## src/rtl/fp16_mul_seq.sv

```systemverilog
// Biased-exponent adder: eA + eB - 15 + inc, as a 7-bit signed sum.
// Combinational, no latency.
// No flow control.
module csa (
    input  logic              [4:0] ea,
    input  logic              [4:0] eb,
    input  logic                    inc,
    output logic signed       [6:0] sum
);
    localparam logic [6:0] BIAS_NEG = 7'b1110001;   // -15 in 7-bit two's complement

    logic [6:0] x, y, s, c;

    assign x   = {2'b00, ea};
    assign y   = {2'b00, eb};
    assign s   = x ^ y ^ BIAS_NEG;
    assign c   = {(x[5:0] & y[5:0]) | (x[5:0] & BIAS_NEG[5:0]) | (y[5:0] & BIAS_NEG[5:0]), 1'b0};
    assign sum = signed'(s + c + {6'b0, inc});
endmodule

// Sequential FP16 multiplier: unpack, special-case, 11-cycle shift-add, normalize.
// Latency 13 cycles for normal operands, 1 cycle for special operands.
// Accepts only in IDLE; holds result and flags in DONE until out_ready.
module fp16_mul_seq #(
    parameter int MUL_CYCLES = 11
) (
    input  logic        clk,
    input  logic        rst,
    input  logic        in_valid,
    output logic        in_ready,
    input  logic [15:0] a,
    input  logic [15:0] b,
    output logic        out_valid,
    input  logic        out_ready,
    output logic [15:0] result,
    output logic        ovf,
    output logic        unf,
    output logic        inv
);
    localparam int CW = $clog2(MUL_CYCLES + 1);

    typedef enum logic [1:0] {IDLE, MUL, NORM, DONE} state_t;

    state_t             state;
    logic               sign;
    logic [4:0]         exp_a, exp_b;
    logic [21:0]        mcand, acc;
    logic [10:0]        mplier;
    logic [CW-1:0]      cnt;

    logic               a_nan, a_inf, a_zero, b_nan, b_inf, b_zero;
    logic               inc;
    logic [9:0]         frac;
    logic signed [6:0]  exp_sum;
    logic               unused_lsbs;

    assign a_nan  = (&a[14:10]) &  (|a[9:0]);
    assign a_inf  = (&a[14:10]) & ~(|a[9:0]);
    assign a_zero = ~(|a[14:10]);
    assign b_nan  = (&b[14:10]) &  (|b[9:0]);
    assign b_inf  = (&b[14:10]) & ~(|b[9:0]);
    assign b_zero = ~(|b[14:10]);

    assign in_ready    = (state == IDLE);
    assign inc         = acc[21];
    assign frac        = inc ? acc[20:11] : acc[19:10];
    // Product bits below the kept fraction are truncated away.
    assign unused_lsbs = ^acc[9:0];

    csa u_csa (
        .ea  (exp_a),
        .eb  (exp_b),
        .inc (inc),
        .sum (exp_sum)
    );

    always_ff @(posedge clk) begin
        if (rst) begin
            state     <= IDLE;
            out_valid <= 1'b0;
            result    <= 16'h0000;
            ovf       <= 1'b0;
            unf       <= 1'b0;
            inv       <= 1'b0;
            sign      <= 1'b0;
            exp_a     <= 5'd0;
            exp_b     <= 5'd0;
            mcand     <= 22'd0;
            mplier    <= 11'd0;
            acc       <= 22'd0;
            cnt       <= '0;
        end else begin
            case (state)
                IDLE: begin
                    if (in_valid) begin
                        sign   <= a[15] ^ b[15];
                        exp_a  <= a[14:10];
                        exp_b  <= b[14:10];
                        mcand  <= {11'd0, 1'b1, a[9:0]};
                        mplier <= {1'b1, b[9:0]};
                        acc    <= 22'd0;
                        cnt    <= '0;
                        if (a_nan || b_nan || (a_inf && b_zero) || (b_inf && a_zero)) begin
                            result    <= 16'h7E00;
                            inv       <= 1'b1;
                            out_valid <= 1'b1;
                            state     <= DONE;
                        end else if (a_inf || b_inf) begin
                            result    <= {a[15] ^ b[15], 15'h7C00};
                            out_valid <= 1'b1;
                            state     <= DONE;
                        end else if (a_zero || b_zero) begin
                            result    <= {a[15] ^ b[15], 15'h0000};
                            out_valid <= 1'b1;
                            state     <= DONE;
                        end else begin
                            state <= MUL;
                        end
                    end
                end
                MUL: begin
                    if (mplier[0]) acc <= acc + mcand;
                    mcand  <= mcand << 1;
                    mplier <= mplier >> 1;
                    cnt    <= cnt + CW'(1);
                    if (cnt == CW'(MUL_CYCLES - 1)) state <= NORM;
                end
                NORM: begin
                    if (exp_sum >= 7'sd31) begin
                        result <= {sign, 15'h7C00};
                        ovf    <= 1'b1;
                    end else if (exp_sum <= 7'sd0) begin
                        result <= {sign, 15'h0000};
                        unf    <= 1'b1;
                    end else begin
                        result <= {sign, exp_sum[4:0], frac};
                    end
                    out_valid <= 1'b1;
                    state     <= DONE;
                end
                DONE: begin
                    if (out_ready) begin
                        out_valid <= 1'b0;
                        ovf       <= 1'b0;
                        unf       <= 1'b0;
                        inv       <= 1'b0;
                        state     <= IDLE;
                    end
                end
                default: state <= IDLE;
            endcase
        end
    end
endmodule

```

## config.mk

```make
export PLATFORM = sky130hd
export DESIGN_NAME = fp16_mul_seq
export DESIGN_NICKNAME = d
export VERILOG_FILES = /design/src/rtl/fp16_mul_seq.sv
export SDC_FILE = /design/constraint.sdc
export NUM_CORES = 1
export LEC_CHECK = 0
export ABC_CLOCK_PERIOD_IN_PS = 3400
export CAP_MARGIN = 0
export CORE_ASPECT_RATIO = 0.5
export CORE_MARGIN = 2
export CORE_UTILIZATION = 45
export CTS_CLUSTER_SIZE = 14
export DETAILED_ROUTE_END_ITERATION = 10
export PLACE_DENSITY = 0.66
export SYNTH_ARGS = -nofsm -noshare
export SYNTH_HDL_FRONTEND = slang
export SYNTH_SLANG_ARGS = --single-unit
```

## constraint.sdc

```tcl
create_clock -name clk -period 3.4 [get_ports clk]
set_clock_uncertainty 0.1 [all_clocks]
set_input_delay 0.85 -clock clk [delete_from_list [all_inputs] [get_ports clk]]
set_output_delay 0.85 -clock clk [all_outputs]
set_load 0.02 [all_outputs]
```

==> metrics.md <==
| Metric | Value |
|---|---|
| Post-synth EDFFs | `0` |
| DR vias/cell | `~5.4` |
| Netlist cell types | `59` |
| Max_cap viols | `0` |
| Worst-Margin Slew | `1.22 ns` |
| Largest net degree at the start of global routing | `50` |
| Number of fill cells in the layout | `1,015` |
| Routed wire length | `12,000 um` |
| Peak Freq | `310 MHz` |
| Via count | `4,425` |
| Final worst slack | `0.177 ns` |
| CP startpoint kind | `primary input` |
| CTS Hold Buffers Added | `0` |
| Synthesized Nets | `679` |
| FFs w/ async S/R, synth | `0%` |
| Worst Path Max Fanout | `14` |
| Final setup vio count | `0` |
| First-pass GRT wire length | `20,600 um` |
| Core area | `11,200 sq um` |
| Simple-gate area share of the yosys netlist | `17.7%` |
| Pwr Density | `678 nW/um^2` |
| CP Class | `primary input to flip-flop` |
| Post-Syn Instances | `about 600` |
| # IOs | `57` |
| Placed standard-cell area | `5990 sq um` |
| Final Max Tran Viols | `0` |
| Met1 usage | `29.0%` |
| Design Power | `4.27 mW` |
| Nets | `729` |
| Clock sink total | `between 90 and 100` |
| Leakage | `about 2.4 nW` |
| CP Capture Type | `flip-flop` |
| Layout cells sized above 1 | `7.28%` |
| Area grow syn2layout | `20.0%` |
| Synth Area in Adders | `9.59%` |
| Headroom to the max-slew limit | `a little under a fifth` |
| Clk buf depth | `2` |
| Pre-antenna DRT Iters | `5` |
| Setup bufs post-CTS | `0` |
| Crit. Startpoint | `b[12]` |
| Yosys reg bits | `92` |
| RR Startpoint | `exp_a[0]` |
| CTS tree | `done` |
| Minimum clock period | `3.22 ns` |
| Final Wtd Congestion | `0.851` |
| Worst-Skew Late Latency | `around 0.34 ns` |
| Multiplexer area fraction after synthesis | `6.11%` |
| Grt peak-use layer | `met2` |
| DP HPWL | `~9000 um` |
| Cts bufs inserted | `9` |
| H-tree levels | `3` |
| Post-synthesis compound-gate area fraction | `about a quarter` |
| Avg Inst Size Synth | `8.68 sq um` |
| Gr usage total | `around a fifth` |
| ANT cells | `0` |
| Syn Std Cell Area | `around 5200 sq um` |
| Fin. Hold Viols | `0` |
| Largest family of logic cells by synthesized area | `compound AO/OA/AOI/OAI gates` |
| Site Rows | `27` |
| Sequential share of the synthesized area | `35.1%` |
| Post-route antenna net violation count | `0` |
| Hold/Removal Path Class | `flip-flop to flip-flop` |
| Root buffer cell | `clkbuf_16` |
| Initial antenna violation count | `0` |
| Starting DRT DRC Count | `285` |
| Peak supply drop | `282 uV` |
| Hold path start | `exp_b[0]` |
| Arrival time worst endpoint | `roughly 3.4 ns` |
| Yosys warnings | `0` |
| Starting Density | `46.9%` |
| Met2 Track Usage GR | `approximately a third` |
| Met3 Use GR | `between 5 and 6%` |
| Predominant post-synthesis flop cell | `dfxtp_1` |
| Die area | `12,600 sq um` |
| Resized cells post-CTS | `0` |
| Status | `complete, no violations` |
| Routed WL per cell | `14.7 um` |
| DRC violations left | `0` |
| Worst-path clk slew | `0.06 ns` |
| Number of global-route vias before repair | `roughly 4,100` |
| GRT overflow | `0` |
| Die Span Y | `~80 um` |
| RSZ-0062 raised after global routing | `false` |
| XOR/XNOR Fraction of Synth Area | `3.67%` |
| Dpl ws | `-0.164 ns` |
| Period Utilization, post-route | `a little over nine tenths` |
| Die width | `157 um` |
| Port buffer count | `56` |
| Final instance area | `6290 sq um` |
| Critical path required time | `3.58 ns` |
[final timing paths]
path,endpoint,slack [ns],cells after the start
setup / recovery,result[11],0.18,8
hold / removal,exp_b[0],0.36,2
setup reg to reg,result[5],0.19,14
hold reg to reg,exp_b[0],0.36,2
[metal layers]
| metal | routed length, um | share of wire, % |
|---|---|---|
| met3 | 550 | 4.6 |
| met1 | 6450 | 54 |
| met2 | 4900 | 41 |
| met4 | 78 | 0.65 |
| met5 | 0 | 0 |
[sequential cells by signal (all words and copies together) (netlist names), 2 cells and up]
signal,count
acc,22
mcand,22
result,16
mplier,11
exp_a,5
exp_b,5
cnt,4
state,2
[metrics by stage]
stage	std cells	utilization, %	setup TNS (ns)	hold WS [ns]
3_5_place_dp	802	53.5	-1.16	0.350
5_1_grt	818	56.3	0	0.383
4_1_cts	818	56.3	0	0.358
6_report	818	56.3	0	0.357
2_1_floorplan	604	-	0	0.336
3_3_place_gp	802	53.5	-0.425	0.347
[critical path, cell delays in order]
cell	delay (ns)
clkdlybuf4s50_1	0.45
and3_2	0.23
nand3_1	0.09
nand2_1	0.09
nor4_2	0.37
nor3_1	0.12
nor2_1	0.93
a22o_1	0.27
[cell usage after synthesis, types with 6 or more instances]
master / count / area share [%]
dfxtp_1: 92 / 35
nor2_1: 74 / 5.3
a22oi_1: 20 / 2.9
nor2b_1: 6 / 0.72
clkbuf_1: 29 / 2.1
nor3_1: 7 / 0.67
inv_1: 18 / 1.3
nand4_1: 6 / 0.72
a21oi_1: 43 / 4.1
xor2_1: 6 / 1.0
mux2i_1: 32 / 6.1
a31oi_1: 6 / 0.72
xnor2_1: 16 / 2.7
o2bb2ai_2: 9 / 2.6
a211oi_1: 24 / 3.4
nand3_1: 14 / 1.3
a21o_1: 10 / 1.4
nand2b_1: 6 / 0.72
ha_1: 37 / 8.8
nand2_1: 48 / 3.4
nor4_1: 6 / 0.72
o21ai_0: 19 / 1.8
a22o_1: 18 / 3.0
[final cells by class]
type / count / area (sq um) / area share, %
Timing Repair Buffer: 72 / 676 / 10.7
Multi-Input combinational cell: 461 / 3200 / 50.9
Tap cell: 159 / 199 / 3.16
Clock buffer: 13 / 260 / 4.14
Clock inverter: 3 / 45.0 / 0.716
Inverter: 18 / 67.6 / 1.07
Sequential cell: 92 / 1840 / 29.3
[cells by family (layout without fill, tap and decap cells)]
kind of cell	after synthesis	in the layout
AOI/OAI and AO/OA	176	176
buffers and inverters	51	106
muxes	32	32
adders and majority gates	39	39
and+or+nand+nor	192	192
xor gates and xnor gates	22	22
DFF	92	92
[cells in the final DEF (no fill, tap or decap), types with 7 or more instances in the layout]
master           instances
clkbuf_16                9
a21oi_1                 43
ha_1                    37
o21ai_0                 19
mux2i_1                 32
a211oi_1                24
a22o_1                  18
xnor2_1                 16
clkdlybuf4s50_1         55
inv_1                   18
nor2_1                  74
a21o_1                  10
nand3_1                 14
nand2_1                 48
nor3_1                   7
dfxtp_1                 92
a22oi_1                 20
o2bb2ai_2                9
buf_4                   16
[report_power, final]
group          internal, mW  switching [mW]
combinational         0.727            1.06
clock                 0.610           0.405
sequential             1.30           0.160
No activity file was read; power rests on OpenSTA's default activity.
